==> config.mk <==
export PLATFORM = sky130hd
export DESIGN_NAME = md_sequencer
export DESIGN_NICKNAME = d
export VERILOG_FILES = /design/src/rtl/md_pkg.sv /design/src/rtl/md_sequencer.sv
export SDC_FILE = /design/constraint.sdc
export NUM_CORES = 1
export LEC_CHECK = 0
export CAP_MARGIN = 20
export CORE_ASPECT_RATIO = 1.75
export CORE_MARGIN = 10
export CORE_UTILIZATION = 54
export CTS_CLUSTER_DIAMETER = 30
export DETAILED_ROUTE_END_ITERATION = 16
export PLACE_DENSITY = 0.74
export SYNTH_ARGS = -nofsm -noshare
export SYNTH_HDL_FRONTEND = slang
export SYNTH_SLANG_ARGS = --single-unit
==> constraint.sdc <==
create_clock -name clk -period 4.7 [get_ports clk]
set_input_delay 0.47 -clock clk [delete_from_list [all_inputs] [get_ports clk]]
set_output_delay 0.47 -clock clk [all_outputs]
set_load 0.01 [all_outputs]
==> src/rtl/md_pkg.sv <==
// md_pkg: shared definitions for the RV32M multiply/divide sequencer.
// Holds the sequencer state encoding, the funct3 operation encodings and
// the M-extension opcode/funct7 constants that the decoder also uses.
package md_pkg;

  typedef enum logic [1:0] {
    IDLE,
    BUSY,
    DONE
  } md_state_t;

  localparam logic [6:0] OPCODE_M = 7'h33;
  localparam logic [6:0] FUNCT7_M = 7'h01;

  localparam logic [2:0] F3_MUL    = 3'd0;
  localparam logic [2:0] F3_MULH   = 3'd1;
  localparam logic [2:0] F3_MULHSU = 3'd2;
  localparam logic [2:0] F3_MULHU  = 3'd3;
  localparam logic [2:0] F3_DIV    = 3'd4;
  localparam logic [2:0] F3_DIVU   = 3'd5;
  localparam logic [2:0] F3_REM    = 3'd6;
  localparam logic [2:0] F3_REMU   = 3'd7;

endpackage

==> src/rtl/md_sequencer.sv <==
// md_sequencer: iterative RV32M multiply/divide unit beside the execute stage.
// Captures operands on start, stalls the core for D_WIDTH iterations of
// shift-add multiply or restoring divide, then pulses result_valid for one
// cycle. Divide-by-zero and signed overflow complete in one cycle.
// Ports:
//   clk, rst_n    clock, asynchronous active-low reset
//   start         decoder flag for an M op (held while stalled)
//   funct3        operation select
//   op_a, op_b    rs1 / rs2 values
//   flush         abort current operation
//   stall         freeze PC, suppress register-file write
//   result        writeback value, valid with result_valid
//   result_valid  one-cycle writeback pulse
module md_sequencer
  import md_pkg::*;
#(
  parameter int unsigned D_WIDTH = 32
) (
  input  logic               clk,
  input  logic               rst_n,
  input  logic               start,
  input  logic [2:0]         funct3,
  input  logic [D_WIDTH-1:0] op_a,
  input  logic [D_WIDTH-1:0] op_b,
  input  logic               flush,
  output logic               stall,
  output logic [D_WIDTH-1:0] result,
  output logic               result_valid
);

  localparam int unsigned CW = $clog2(D_WIDTH);
  localparam logic [CW-1:0] LAST = CW'(D_WIDTH - 1);
  localparam logic [D_WIDTH-1:0] MIN_NEG = {1'b1, {(D_WIDTH-1){1'b0}}};

  md_state_t state, state_nxt;
  logic [CW-1:0] count;
  logic [2:0] f3;
  logic neg_q, neg_r, fixed;
  logic [D_WIDTH-1:0] a_reg, b_reg;
  logic [2*D_WIDTH-1:0] acc;
  logic capture;

  // Operand preparation at capture time
  logic sign_a_en, sign_b_en, sa, sb, div0, ovf, fast;
  logic [D_WIDTH-1:0] abs_a, abs_b, fixed_val;

  always_comb begin
    sign_a_en = !(funct3 == F3_MULHU || funct3 == F3_DIVU || funct3 == F3_REMU);
    sign_b_en = (funct3 == F3_MUL || funct3 == F3_MULH ||
                 funct3 == F3_DIV || funct3 == F3_REM);
    sa = sign_a_en & op_a[D_WIDTH-1];
    sb = sign_b_en & op_b[D_WIDTH-1];
    abs_a = sa ? (-op_a) : op_a;
    abs_b = sb ? (-op_b) : op_b;
    div0 = funct3[2] && (op_b == '0);
    ovf  = (funct3 == F3_DIV || funct3 == F3_REM) && (op_a == MIN_NEG) && (op_b == '1);
    fast = div0 | ovf;
    // funct3[1] separates REM/REMU from DIV/DIVU
    if (div0) fixed_val = funct3[1] ? op_a : '1;
    else      fixed_val = funct3[1] ? '0 : MIN_NEG;
  end

  // FSM next state and stall
  always_comb begin
    state_nxt = state;
    stall     = 1'b0;
    capture   = 1'b0;
    case (state)
      IDLE: begin
        if (start && !flush) begin
          stall     = 1'b1;
          capture   = 1'b1;
          state_nxt = fast ? DONE : BUSY;
        end
      end
      BUSY: begin
        stall = 1'b1;
        if (count == LAST) state_nxt = DONE;
      end
      DONE: state_nxt = IDLE;
      default: state_nxt = IDLE;
    endcase
    if (flush) state_nxt = IDLE;
    // start is still high while reset is held; keep stall at its reset value
    if (!rst_n) stall = 1'b0;
  end

  // One iteration of multiply (acc shifts right, multiplier in b_reg) or
  // divide (remainder:quotient in acc shifts left, dividend bits from a_reg)
  logic [D_WIDTH:0] mul_sum, div_sh, div_trial;
  logic [D_WIDTH-1:0] div_rem;
  logic div_ge;
  logic [2*D_WIDTH-1:0] mul_acc, div_acc;

  always_comb begin
    mul_sum   = {1'b0, acc[2*D_WIDTH-1:D_WIDTH]} + {1'b0, a_reg};
    mul_acc   = {(b_reg[0] ? mul_sum : {1'b0, acc[2*D_WIDTH-1:D_WIDTH]}), acc[D_WIDTH-1:1]};
    div_sh    = {acc[2*D_WIDTH-1:D_WIDTH], a_reg[D_WIDTH-1]};
    div_trial = div_sh - {1'b0, b_reg};
    div_ge    = !div_trial[D_WIDTH];
    div_rem   = div_ge ? div_trial[D_WIDTH-1:0] : div_sh[D_WIDTH-1:0];
    div_acc   = {div_rem, acc[D_WIDTH-2:0], div_ge};
  end

  always_ff @(posedge clk or negedge rst_n) begin
    if (!rst_n) begin
      state <= IDLE;
      count <= '0;
      f3    <= '0;
      neg_q <= 1'b0;
      neg_r <= 1'b0;
      fixed <= 1'b0;
      a_reg <= '0;
      b_reg <= '0;
      acc   <= '0;
    end else begin
      state <= state_nxt;
      if (capture) begin
        f3    <= funct3;
        count <= '0;
        neg_q <= sa ^ sb;
        neg_r <= sa;
        fixed <= fast;
        a_reg <= abs_a;
        b_reg <= abs_b;
        // fast-path value parks in the low accumulator half until DONE
        acc   <= fast ? {{D_WIDTH{1'b0}}, fixed_val} : '0;
      end else if (state == BUSY) begin
        count <= count + 1'b1;
        if (f3[2]) begin
          acc   <= div_acc;
          a_reg <= a_reg << 1;
        end else begin
          acc   <= mul_acc;
          b_reg <= b_reg >> 1;
        end
      end
    end
  end

  // Sign correction and field select from registered state only
  logic [2*D_WIDTH-1:0] prod;
  logic [D_WIDTH-1:0] quo, rem, sel;

  always_comb begin
    prod = neg_q ? (-acc) : acc;
    quo  = neg_q ? (-acc[D_WIDTH-1:0]) : acc[D_WIDTH-1:0];
    rem  = neg_r ? (-acc[2*D_WIDTH-1:D_WIDTH]) : acc[2*D_WIDTH-1:D_WIDTH];
    case (f3)
      F3_MUL:                          sel = prod[D_WIDTH-1:0];
      F3_MULH, F3_MULHSU, F3_MULHU:    sel = prod[2*D_WIDTH-1:D_WIDTH];
      F3_DIV, F3_DIVU:                 sel = quo;
      default:                         sel = rem;
    endcase
    result_valid = (state == DONE) && !flush;
    result       = '0;
    if (result_valid) result = fixed ? acc[D_WIDTH-1:0] : sel;
  end

endmodule
==> metrics.txt <==
# TYPE chip_impl_metric gauge
chip_impl_info{name="main_combinational_cell_family_by_area_after_synthesis",value="compound AO/OA/AOI/OAI gates"} 1
chip_impl_metric{name="grt_antenna_before_repair",unit=""} 0
chip_impl_metric{name="maxClockFrequency",unit="MHz"} 217
chip_impl_metric{name="n_antenna_cell",unit=""} 0
chip_impl_metric{name="largest_reg_flops",unit=""} 64
chip_impl_info{name="end_kind",value="output port"} 1
chip_impl_info{name="cts-root-buf",value="clkbuf_16"} 1
chip_impl_info{name="critPathKind",value="reg -> out"} 1
chip_impl_metric{name="via_per_inst",unit=""} 6.59
chip_impl_metric{name="via_count_of_the_first_global_routing_pass",unit=""} 16900
chip_impl_metric{name="critical_path.n_buffers_inverters",unit=""} 2
chip_impl_info{name="status",value="complete, no violations"} 1
chip_impl_metric{name="cells_after_synth",unit=""} 2141
chip_impl_metric{name="place_ws",unit="ns"} 0.384
chip_impl_metric{name="drive_gt1_share",unit="%"} 7.73
chip_impl_metric{name="grt_use_total",unit="%"} 34.5
chip_impl_metric{name="power_per_cell_area",unit="nW/um^2"} 647
chip_impl_metric{name="fin_nets",unit=""} 2321
chip_impl_info{name="endpoint",value="result[25]"} 1
chip_impl_metric{name="worst_path_largest_cell_delay",unit="ns"} 0.62
chip_impl_info{name="netlist_top_cells_area",value="dfrtp_1 23%, o21ai_0 9.7%, a21oi_1 8.5%, ha_1 5.8%, nand2_1 5.5%"} 1
chip_impl_metric{name="r2r.worst_path.cells",unit=""} 9
chip_impl_metric{name="nFillCells",unit=""} 2585
chip_impl_metric{name="die_width",unit="um"} 147
chip_impl_info{name="crit_chain",value="nor4_2 > nand3_2 > or4_1 > buf_4 > o21ai_0 > xnor2_1 > nand2_1 > a221oi_1 > clkdlybuf4s50_1"} 1
chip_impl_metric{name="worst_ep_required_time",unit="ns"} 4.23
chip_impl_metric{name="tightestPinTransition",unit="ns"} 1.08
chip_impl_metric{name="yosys.cell_types.count",unit=""} 78
chip_impl_metric{name="synthesis.area",unit="sq um"} 15200
chip_impl_metric{name="total_nets_after_synthesis",unit=""} 2285
chip_impl_metric{name="clk-insertion-delay-late",unit="ns"} 0.46
chip_impl_metric{name="critical_path_depth",unit=""} 9
chip_impl_metric{name="yosys_warning_total",unit=""} 0
chip_impl_info{name="worst_setup_path_startpoint",value="acc[21]$_DFFE_PN0N_"} 1
chip_impl_metric{name="wire_length_of_the_first_global_routing_pass",unit="mm"} 95.9
chip_impl_metric{name="synth_xor_xnor_area_share",unit="%"} 9.27
chip_impl_info{name="top_usage_layer",value="met2"} 1
chip_impl_info{name="tritoncts",value="built"} 1
chip_impl_metric{name="global_route.usage.met1",unit="%"} 33.9
chip_impl_metric{name="grt_overflow",unit=""} 0
chip_impl_metric{name="synth_fa_ha_area_share",unit="%"} 6.10
chip_impl_metric{name="design.die.area",unit="sq um"} 35600
chip_impl_metric{name="finalSetupTns",unit="ns"} 0
chip_impl_info{name="dominantRegCellSynth",value="dfrtp_1"} 1
chip_impl_info{name="worst_hold_path_type",value="in -> async"} 1
chip_impl_metric{name="cts.sinks",unit=""} 141
chip_impl_metric{name="ant_nets",unit=""} 0
chip_impl_metric{name="synth_seq_area_share",unit="%"} 23.2
chip_impl_metric{name="mean_syn_cell_area",unit="sq um"} 7.11
chip_impl_info{name="worst_r2r_endpoint",value="acc[59]$_DFFE_PN0N_"} 1
chip_impl_metric{name="leak_pwr",unit="nW"} 6.90
chip_impl_metric{name="areaGrowthSynthToFinish",unit="%"} 14.2
chip_impl_metric{name="design.portCount",unit=""} 105
chip_impl_metric{name="post-dp-hpwl",unit="mm"} 48.3
chip_impl_metric{name="placed_area",unit="sq um"} 16700
chip_impl_metric{name="cts-htree-levels",unit=""} 4
chip_impl_metric{name="wl_per_cell",unit="um"} 24.6
chip_impl_metric{name="fin_skew",unit="ns"} 0.0101
chip_impl_info{name="setup_repair_after_global_routing_missed_its_margin",value="yes"} 1
chip_impl_metric{name="grt_util_met3",unit="%"} 6.19
chip_impl_metric{name="grt_max_degree",unit=""} 79
chip_impl_metric{name="globalRouteMet2Util",unit="%"} 61.5
chip_impl_metric{name="setup.reg_to_reg.worst_slack",unit="ns"} 0.72
chip_impl_metric{name="start_util",unit="%"} 54.6
chip_impl_metric{name="synth_async_sr_flop_share",unit="%"} 100
chip_impl_info{name="critical_path.slowest_cell",value="clkdlybuf4s50_1"} 1
chip_impl_metric{name="fin_ws",unit="ns"} 0.100
chip_impl_metric{name="report.final.hold_viol_count",unit=""} 0
chip_impl_info{name="r2r_start",value="acc[37]$_DFFE_PN0N_"} 1
chip_impl_metric{name="portBuffers",unit=""} 104
chip_impl_metric{name="clock_path_buffers",unit=""} 2
chip_impl_metric{name="cts.clk_slew.worst_paths",unit="ns"} 0.07
chip_impl_metric{name="max_fanout_on_critical_path",unit=""} 19
chip_impl_metric{name="timing_max_transition_violations_final",unit=""} 0
chip_impl_metric{name="detailedRoute.firstPassIterationCount",unit=""} 7
chip_impl_metric{name="floorplan.rows",unit=""} 81
chip_impl_metric{name="worst_ep_arrival_time",unit="ns"} 4.13
chip_impl_metric{name="die_height",unit="um"} 242
chip_impl_metric{name="share_of_the_synthesized_area_in_compound_gates_ao_oa_aoi_oai",unit="%"} 31.6
chip_impl_metric{name="drv.max_cap_violation_count",unit=""} 0
chip_impl_metric{name="drtIter0Drc",unit=""} 1265
chip_impl_metric{name="core_region_area",unit="sq um"} 27900
chip_impl_metric{name="setup_viol_count_final",unit=""} 0
chip_impl_metric{name="synth.area.mux_share",unit="%"} 3.11
chip_impl_info{name="synth_top_cell_by_area",value="dfrtp_1"} 1
chip_impl_metric{name="number_of_synthesized_register_bits",unit=""} 141
chip_impl_metric{name="relSlewSlack",unit="%"} 28.0
chip_impl_metric{name="synthSimpleGateAreaFrac",unit="%"} 20.9
chip_impl_metric{name="num_cts_buffers",unit=""} 17
chip_impl_metric{name="num_vias",unit=""} 16900
chip_impl_metric{name="seqCellArea",unit="sq um"} 3530
chip_impl_metric{name="peakVddDrop",unit="mV"} 0.392
chip_impl_metric{name="placer_congestion_estimate",unit=""} 1.03
chip_impl_metric{name="synth_top_area_share",unit="%"} 23.2
chip_impl_info{name="crit_family",value="simple AND/OR/NAND/NOR gates"} 1
chip_impl_metric{name="total_wire_length_after_detailed_routing",unit="mm"} 63.0
chip_impl_info{name="worst_setup_path_start_kind",value="flip-flop"} 1
chip_impl_metric{name="clock_period_minus_worst_slack",unit="ns"} 4.60
chip_impl_metric{name="min_period_over_period",unit="%"} 97.9
chip_impl_metric{name="postLayoutCellArea",unit="sq um"} 17400
chip_impl_metric{name="number_of_synthesized_flops_with_an_enable_pin",unit=""} 0
chip_impl_metric{name="drc_errors",unit=""} 0
chip_impl_metric{name="timing.hold.ws",unit="ns"} 0.447
chip_impl_metric{name="multi_input_comb_area",unit="sq um"} 10900
[cell type report]
| class | count | area share (%) |
|---|---|---|
| Multi-Input combinational cell | 1768 | 62.5 |
| Sequential cell | 141 | 20.3 |
| Timing Repair Buffer | 183 | 9.44 |
| Tap cell | 373 | 2.69 |
| Clock buffer | 18 | 2.47 |
| Inverter | 66 | 1.43 |
| Clock inverter | 11 | 1.12 |
[placed cells by master, fill, tap and decap left out, types with 34 or more instances in the layout]
cell,netlist,layout
ha_1,71,70
dfrtp_1,141,140
nand3_1,42,41
nor2_1,174,173
buf_4,0,78
a21oi_1,259,259
xor2_1,81,81
nand2_1,223,223
o21ai_0,295,294
xnor2_1,80,80
o31ai_1,35,34
inv_1,65,65
nor3_1,55,53
or3_1,37,36
clkdlybuf4s50_1,0,102
[power breakdown]
part / switching, W / internal (W) / leakage, nW
Sequential: 0.000672 / 0.00164 / 1.76
Clock: 0.000592 / 0.000933 / 0.306
Combinational: 0.00448 / 0.00293 / 4.83
[kinds of logic after synthesis]
logic type / count (synthesis)
flip-flops: 141
XOR/XNOR: 161
adder cells (fa/ha/maj): 73
buffers and inverters: 232
AO/OA/AOI/OAI: 815
multiplexers: 44
AND/OR/NAND/NOR: 675
[how the worst min path moves through the flow]
stage,to,startpoint,cells past startpoint,slack (ns)
2_1_floorplan,a_reg[0]$_DFFE_PN0P_,rst_n,0,0.17
3_3_place_gp,acc[38]$_DFFE_PN0N_,rst_n,1,0.39
3_5_place_dp,acc[38]$_DFFE_PN0N_,rst_n,1,0.40
4_1_cts,acc[38]$_DFFE_PN0N_,rst_n,2,0.47
5_1_grt,acc[38]$_DFFE_PN0N_,rst_n,2,0.48
6_report,acc[38]$_DFFE_PN0N_,rst_n,2,0.45
[synthesized netlist by cell type (all sizes together), types with 19 or more instances]
library cell and instances:
mux2 26, a211oi 28, o31ai 36, nand4 22
xnor2 80, a21o 24, o211ai 22, a21oi 259
nor3 55, o21ai 301, xor2 81, or4 19
dfrtp 141, or3 37, nand3 42, inv 65
nor2 174, clkbuf 156, nand2 223, ha 71
a31oi 20
[per-layer routing]
layer / wire [um] / share of wire (%)
met5: 0 / 0
met4: 5580 / 8.9
met3: 4070 / 6.5
met2: 32100 / 51
met1: 21300 / 34
[metrics by stage]
step | instances | power, W | util (%)
2_1_floorplan | 2141 | 0.00737 | -
3_3_place_gp | 2528 | 0.00937 | 59.9
3_5_place_dp | 2528 | 0.00948 | 59.9
4_1_cts | 2558 | 0.0110 | 62.2
5_1_grt | 2560 | 0.0120 | 62.3
6_report | 2560 | 0.0112 | 62.3
[repair_timing]
item / 4_1_cts / 5_1_grt
endpoints found under the hold margin: 36 / 0
setup buffers: 0 / 2
hold buffers: 1 / 0
endpoints found under the setup margin: 6 / 12
gates resized for setup: 3 / 8
pin swaps: 0 / 3
Power figures use the tool's default switching activity.
